<file path="src/rtl/aes_arb_pkg.sv">
// aes_arb_pkg: shared types and constants for the AES word arbiter
package aes_arb_pkg;
  localparam int NUM_REQ = 4;
  typedef logic [1:0] req_idx_t;
  typedef enum logic {IDLE, BURST} arb_state_e;
endpackage

</file>
<file path="src/rtl/aes_word_arbiter_if.sv">
// aes_word_arbiter_if: requester-side and output-side handshake bundle of the AES word arbiter
interface aes_word_arbiter_if #(parameter int WIDTH = 32);
  import aes_arb_pkg::*;
  logic [NUM_REQ-1:0] req_valid;
  logic [NUM_REQ*WIDTH-1:0] req_data;
  logic [NUM_REQ-1:0] req_ready;
  req_idx_t sel;
  logic out_valid;
  logic [WIDTH-1:0] out_data;
  logic out_last;
  req_idx_t out_src;
  logic out_ready;
  modport master(output req_valid, req_data, out_ready, input req_ready, sel, out_valid, out_data, out_last, out_src);
  modport slave(input req_valid, req_data, out_ready, output req_ready, sel, out_valid, out_data, out_last, out_src);
endinterface

</file>
<file path="src/rtl/aes_word_arbiter_rr_pick4.sv">
// aes_rr_pick4: round-robin winner search from last_grant+1; AES_ARB_PRIO0_EN gives requester 0 absolute priority
module aes_rr_pick4 import aes_arb_pkg::*; (
  input  logic [NUM_REQ-1:0] req_i,
  input  req_idx_t           last_grant_i,
  output logic               valid_o,
  output req_idx_t           win_o
);
  logic [NUM_REQ-1:0] rr_req;
  req_idx_t idx;
`ifdef AES_ARB_PRIO0_EN
  assign rr_req = {req_i[NUM_REQ-1:1], 1'b0};
`else
  assign rr_req = req_i;
`endif
  assign valid_o = |req_i;
  // descending scan so the nearest requester after last_grant overrides farther ones
  always_comb begin
    win_o = last_grant_i;
    idx = last_grant_i;
    for (int i = NUM_REQ; i >= 1; i--) begin
      idx = last_grant_i + req_idx_t'(i);
      if (rr_req[idx]) win_o = idx;
    end
`ifdef AES_ARB_PRIO0_EN
    if (req_i[0]) win_o = '0;
`endif
  end
endmodule

</file>
<file path="src/rtl/mux_32.sv">
// mux_32: 4:1 word mux of the shared AES datapath
module mux_32 #(parameter int WIDTH = 32) (
  input  logic [4*WIDTH-1:0] d_i,
  input  logic [1:0]         sel_i,
  output logic [WIDTH-1:0]   q_o
);
  assign q_o = d_i[sel_i*WIDTH +: WIDTH];
endmodule

</file>
<file path="src/rtl/aes_word_arbiter.sv">
// aes_word_arbiter: round-robin burst sequencer sharing one AES word datapath among four sources (option AES_ARB_PRIO0_EN)
module aes_word_arbiter #(
  parameter int WIDTH = 32,
  parameter int BURST = 4
) (
  input logic clk,
  input logic rst_n,
  aes_word_arbiter_if.slave bus_if
);
  import aes_arb_pkg::*;
  localparam int CW = BURST > 1 ? $clog2(BURST) : 1;
  arb_state_e state_q;
  req_idx_t grant_q, last_grant_q, out_src_q, win;
  logic [CW-1:0] cnt_q;
  logic [WIDTH-1:0] out_data_q, mux_data;
  logic out_valid_q, out_last_q, pick_valid, in_burst, out_free, accept, last_word;
  aes_rr_pick4 u_pick (
    .req_i(bus_if.req_valid),
    .last_grant_i(last_grant_q),
    .valid_o(pick_valid),
    .win_o(win)
  );
  mux_32 #(.WIDTH(WIDTH)) u_mux (
    .d_i(bus_if.req_data),
    .sel_i(grant_q),
    .q_o(mux_data)
  );
  assign in_burst = state_q == aes_arb_pkg::BURST;
  assign out_free = !out_valid_q || bus_if.out_ready;
  assign accept = in_burst && bus_if.req_valid[grant_q] && out_free;
  assign last_word = cnt_q == CW'(BURST - 1);
  assign bus_if.req_ready = in_burst ? {{(NUM_REQ-1){1'b0}}, out_free} << grant_q : '0;
  assign bus_if.sel = grant_q;
  assign bus_if.out_valid = out_valid_q;
  assign bus_if.out_data = out_data_q;
  assign bus_if.out_last = out_last_q;
  assign bus_if.out_src = out_src_q;
  always_ff @(posedge clk or negedge rst_n) begin
    if (!rst_n) begin
      state_q <= aes_arb_pkg::IDLE;
      grant_q <= '0;
      last_grant_q <= 2'd3;
      cnt_q <= '0;
      out_valid_q <= 1'b0;
      out_data_q <= '0;
      out_last_q <= 1'b0;
      out_src_q <= '0;
    end else begin
      if (accept) begin
        out_valid_q <= 1'b1;
        out_data_q <= mux_data;
        out_src_q <= grant_q;
        out_last_q <= last_word;
        cnt_q <= last_word ? '0 : cnt_q + 1'b1;
      end else if (bus_if.out_ready) begin
        out_valid_q <= 1'b0;
      end
      if (!in_burst && pick_valid) begin
        grant_q <= win;
        state_q <= aes_arb_pkg::BURST;
      end
      if (accept && last_word) begin
        state_q <= aes_arb_pkg::IDLE;
`ifdef AES_ARB_PRIO0_EN
        if (grant_q != '0) last_grant_q <= grant_q;
`else
        last_grant_q <= grant_q;
`endif
      end
    end
  end
endmodule

</file>
<file path="src/flat_wrapper.sv">
// flat-port wrapper written by rule: the top's interface ports become plain ports
module aes_word_arbiter_flat import aes_arb_pkg::*;
#(
  parameter int WIDTH = 32,
  parameter int BURST = 4
)
  (clk, rst_n, bus_if_req_valid, bus_if_req_data, bus_if_out_ready, bus_if_req_ready, bus_if_sel, bus_if_out_valid, bus_if_out_data, bus_if_out_last, bus_if_out_src);
  aes_word_arbiter_if #(.WIDTH(WIDTH)) bus_if_i ();
  input logic clk;
  input logic rst_n;
  input wire logic [$bits(bus_if_i.req_valid)-1:0] bus_if_req_valid;
  input wire logic [$bits(bus_if_i.req_data)-1:0] bus_if_req_data;
  input wire logic [$bits(bus_if_i.out_ready)-1:0] bus_if_out_ready;
  output wire logic [$bits(bus_if_i.req_ready)-1:0] bus_if_req_ready;
  output wire logic [$bits(bus_if_i.sel)-1:0] bus_if_sel;
  output wire logic [$bits(bus_if_i.out_valid)-1:0] bus_if_out_valid;
  output wire logic [$bits(bus_if_i.out_data)-1:0] bus_if_out_data;
  output wire logic [$bits(bus_if_i.out_last)-1:0] bus_if_out_last;
  output wire logic [$bits(bus_if_i.out_src)-1:0] bus_if_out_src;
  assign bus_if_i.req_valid = bus_if_req_valid;
  assign bus_if_i.req_data = bus_if_req_data;
  assign bus_if_i.out_ready = bus_if_out_ready;
  assign bus_if_req_ready = bus_if_i.req_ready;
  assign bus_if_sel = bus_if_i.sel;
  assign bus_if_out_valid = bus_if_i.out_valid;
  assign bus_if_out_data = bus_if_i.out_data;
  assign bus_if_out_last = bus_if_i.out_last;
  assign bus_if_out_src = bus_if_i.out_src;
  aes_word_arbiter #(.WIDTH(WIDTH), .BURST(BURST)) u_core (.clk(clk), .rst_n(rst_n), .bus_if(bus_if_i));
endmodule
</file>
<file path="config.mk">
export PLATFORM = sky130hd
export DESIGN_NAME = aes_word_arbiter_flat
export DESIGN_NICKNAME = d
export VERILOG_FILES = /design/src/rtl/aes_arb_pkg.sv /design/src/rtl/aes_word_arbiter_if.sv /design/src/rtl/aes_word_arbiter_rr_pick4.sv /design/src/rtl/mux_32.sv /design/src/rtl/aes_word_arbiter.sv /design/src/flat_wrapper.sv
export SDC_FILE = /design/constraint.sdc
export NUM_CORES = 1
export LEC_CHECK = 0
export ABC_CLOCK_PERIOD_IN_PS = 2100
export BUFFER_PORTS_ARGS = -buffer_cell sky130_fd_sc_hd__buf_2
export CELL_PAD_IN_SITES_DETAIL_PLACEMENT = 1
export CELL_PAD_IN_SITES_GLOBAL_PLACEMENT = 1
export CORE_UTILIZATION = 25
export DETAILED_ROUTE_END_ITERATION = 10
export GPL_TIMING_DRIVEN = 0
export PLACE_DENSITY_LB_ADDON = 0.1
export RECOVER_POWER = 50
export SETUP_SLACK_MARGIN = 0.02
export SLEW_MARGIN = 10
export SYNTH_ARGS = -nofsm -noshare
export SYNTH_HDL_FRONTEND = slang
export SYNTH_HIERARCHICAL = 1
export SYNTH_SLANG_ARGS = --single-unit
</file>
<file path="constraint.sdc">
create_clock -name clk -period 2.1 [get_ports clk]
set_input_delay 0.42 -clock clk [delete_from_list [all_inputs] [get_ports clk]]
set_output_delay 0.42 -clock clk [all_outputs]
set_load 0.05 [all_outputs]
</file>
==> impl_metrics.csv <==
group,metric,value,unit
grt,grt-ovfl-total,0,
placement,gp_congestion,0.655,
timing,finalSetupTns,0,ns
route,num_vias,2219,
job,cap_viol_max_count,0,
yosys,synth_edf_count,0,
timing,tightest_slew,1.15,ns
route,ant_nets,0,
yosys,synthTopCellsByCount,"41 x dfrtp_1, 31 x mux4_2, 28 x mux2_4",
worst_setup_path,slowest_delay,0.56,ns
yosys,synth_warnings,6,
clock_tree,cts_buffers,5,
route,routedWlPerCell,16.8,um
finish,multi_input_area,1520,um^2
finish,postLayoutCoreUtil,0.368,
finish,ff_latch_area,1080,um^2
clock_tree,htree_levels,2,
yosys,netlist-cell-type-count,32,
yosys,post-synth-top-count-cell,"dfrtp_1",
timing,fin_crit_sh,0.923,
timing,fin_worst_skew,0.00412,ns
status,outcome,"finished clean",
worst_setup_path,worst_ep_arrival_time,2.11,ns
worst_setup_path,critPathBufInv,2,
pwr,p_leak,1.85,nW
finish,final_nets,479,
clock_tree,cts_root_buf,"clkbuf_8",
worst_setup_path,crit_path_end_kind,"flip-flop",
worst_setup_path,critical_path_class,"flip-flop to flip-flop",
timing,timing.final.crit_period,1.94,ns
yosys,synth_ff_type,"dfrtp_1",
finish,fin_area,3870,um^2
clock_tree,cts_sinks,43,
worst_setup_path,slowest_stage,"mux4_2",
floorplanning,start_util,0.262,
finish,antennaDiodeCount,0,
worst_setup_path,critPathTopFamily,"multiplexers",
placement,placement.io_buffers,176,
worst_setup_path,path_max_fanout,10,
grt,grt_max_degree,44,
clock_tree,ctsLongestPathBuffers,2,
grt,grt.total_usage,0.148,
grt,grt_pass1_wl,13000,um
worst_setup_path,cp_data_required_time,2.28,ns
pwr,powerDensity,1770,nW/um^2
floorplanning,die_y,107,um
placement,dp_hpwl,6320,um
hold_path,hold_class,"input pin to asynchronous set/reset pin",
route,drt_iter0_drc,47,
worst_setup_path,cp-start-kind,"flip-flop",
floorplanning,die_width,107,um
yosys,synth-seq-cells,43,
placement,place_inst,472,
timing,whs,0.344,ns
grt,grt_pass1_vias,2551,
clock_tree,clkSlewWorstSetupHoldPaths,0.08,ns
clock_tree,cts_setup_buffers,0,
yosys,synth_area_leaders,"dfrtp_1 37%, mux4_2 25%, mux2_4 15%",
clock_tree,cts_hold_buf,0,
yosys,syn_area,2750,um^2
route,drc_errors,0,
yosys,synth_top_area_cell,"dfrtp_1",
grt,antenna_found_initial,0,
finish,final_cells,480,
timing,slew_viol_final,0,
yosys,synth_async_sr_flop_share,1.00,
timing,fmax,0.516,GHz
timing,relSlewSlack,0.236,
clock_tree,worstSkewPairLatency,0.29,ns
pwr,peakVddDrop,0.000595,V
timing,finalSetupViolCount,0,
timing,rsz0062_at_grt,"false",
route,viasPerCell,4.62,
yosys,synthCells,160,
route,drtPass1Iterations,3,
clock_tree,cts_resized,0,
yosys,synth_area_per_cell,17.2,um^2
finish,syn2layout_area_growth,40.6,%
yosys,synth_nets,296,
yosys,synth.top_cell.area_share,0.373,
yosys,ys_seq_area_frac,0.392,
placement,place_area,3810,um^2
timing,finalHoldViolations,0,
route,routed_wl,8060,um
worst_setup_path,cp_cell_sequence,"buf_6 -> mux4_2 -> nand3_4 -> buf_12 -> mux2_4",
floorplanning,core_area,10500,um^2
finish,fillers,1167,
floorplanning,dieArea,11400,um^2
finish,drive_gt1_frac,0.730,
floorplanning,std_cell_rows,37,
floorplanning,ios,177,
clock_tree,cts_tree,"built",
==> per-layer routing <==
| layer | GRT usage | vias to the layer above | part of all wire |
|---|---|---|---|
| li1 | - | 1009 | - |
| met1 | 0.175 | 1124 | 0.39 |
| met2 | 0.273 | 80 | 0.55 |
| met3 | 0.0286 | 6 | 0.052 |
| met4 | 0.0333 | 0 | 0.0083 |
| met5 | 0 | - | 0 |
==> logic make-up after synthesis <==
| kind of cell | share of synthesized area |
|---|---|
| adders and majority gates | 0.00455 |
| AOI/OAI and AO/OA | 0.0287 |
| DFF | 0.392 |
| muxes | 0.475 |
| and+or+nand+nor | 0.0400 |
| buffers and inverters | 0.0601 |
==> area by class of cell <==
class / instances / area share
clock buffers: 8 / 0.0207
well taps: 136 / 0.0440
inverters: 2 / 0.00194
flip-flops and latches: 43 / 0.280
multi-input cells: 104 / 0.392
repair buffers: 176 / 0.221
plain buffers: 11 / 0.0408
==> metrics by stage <==
step	worst slack, ns	total power, mW
after floorplan	-0.0157	5.41
after detailed placement	0.0954	6.46
after global routing	0.0919	7.27
after CTS	0.0341	7.03
final	0.163	6.85
after global placement	0.0909	6.43
==> where the power goes <==
group          switching [mW]  internal, mW  leakage (nW)  total, mW
registers               0.299          1.28         0.498       1.58
clock network           0.284         0.237        0.0395      0.521
logic                    2.69          2.05          1.32       4.75
==> registers in the layout, summed over array words and instances, names as in the netlist <==
register / cells
u_core/in_burst: 1
u_core/last_grant_q: 2
u_core/bus_if.out_src: 2
u_core/bus_if.out_last: 1
u_core/bus_if.out_valid: 1
u_core/bus_if.sel: 2
u_core/cnt_q: 2
u_core/bus_if.out_data: 32
==> path summary, 6_finish.rpt <==
path	start	endpoint	slack, ns	cells past startpoint
max	u_core/bus_if.sel[0]	u_core/bus_if.out_data[4]	0.16	5
min reg2reg	u_core/bus_if.out_src[1]	u_core/bus_if.out_src[1]	0.50	1
min	rst_n	u_core/bus_if.out_src[1]	0.34	1
min in group clk	bus_if_req_valid[0]	u_core/bus_if.sel[0]	0.50	4
max reg2reg	u_core/bus_if.sel[0]	u_core/bus_if.out_data[4]	0.16	5
max in group asynchronous	rst_n	u_core/bus_if.sel[1]	0.99	1
==> cells in the final DEF, fill, tap and decap left out, drive strengths merged <==
master   count
dfstp        2
nor2b        1
nand4        1
a21oi        3
dfrtp       41
inv          2
a2bb2oi      1
mux2i        1
nor3         3
o21a         1
a31oi        1
nor2         3
or4          1
nor3b        1
mux2        39
nand2b       2
a21bo        1
mux4        33
clkbuf      30
buf        165
o2bb2ai      2
o21ai        2
nand3        2
ha           1
nand2        5
No activity file was read; power rests on OpenSTA's default activity.
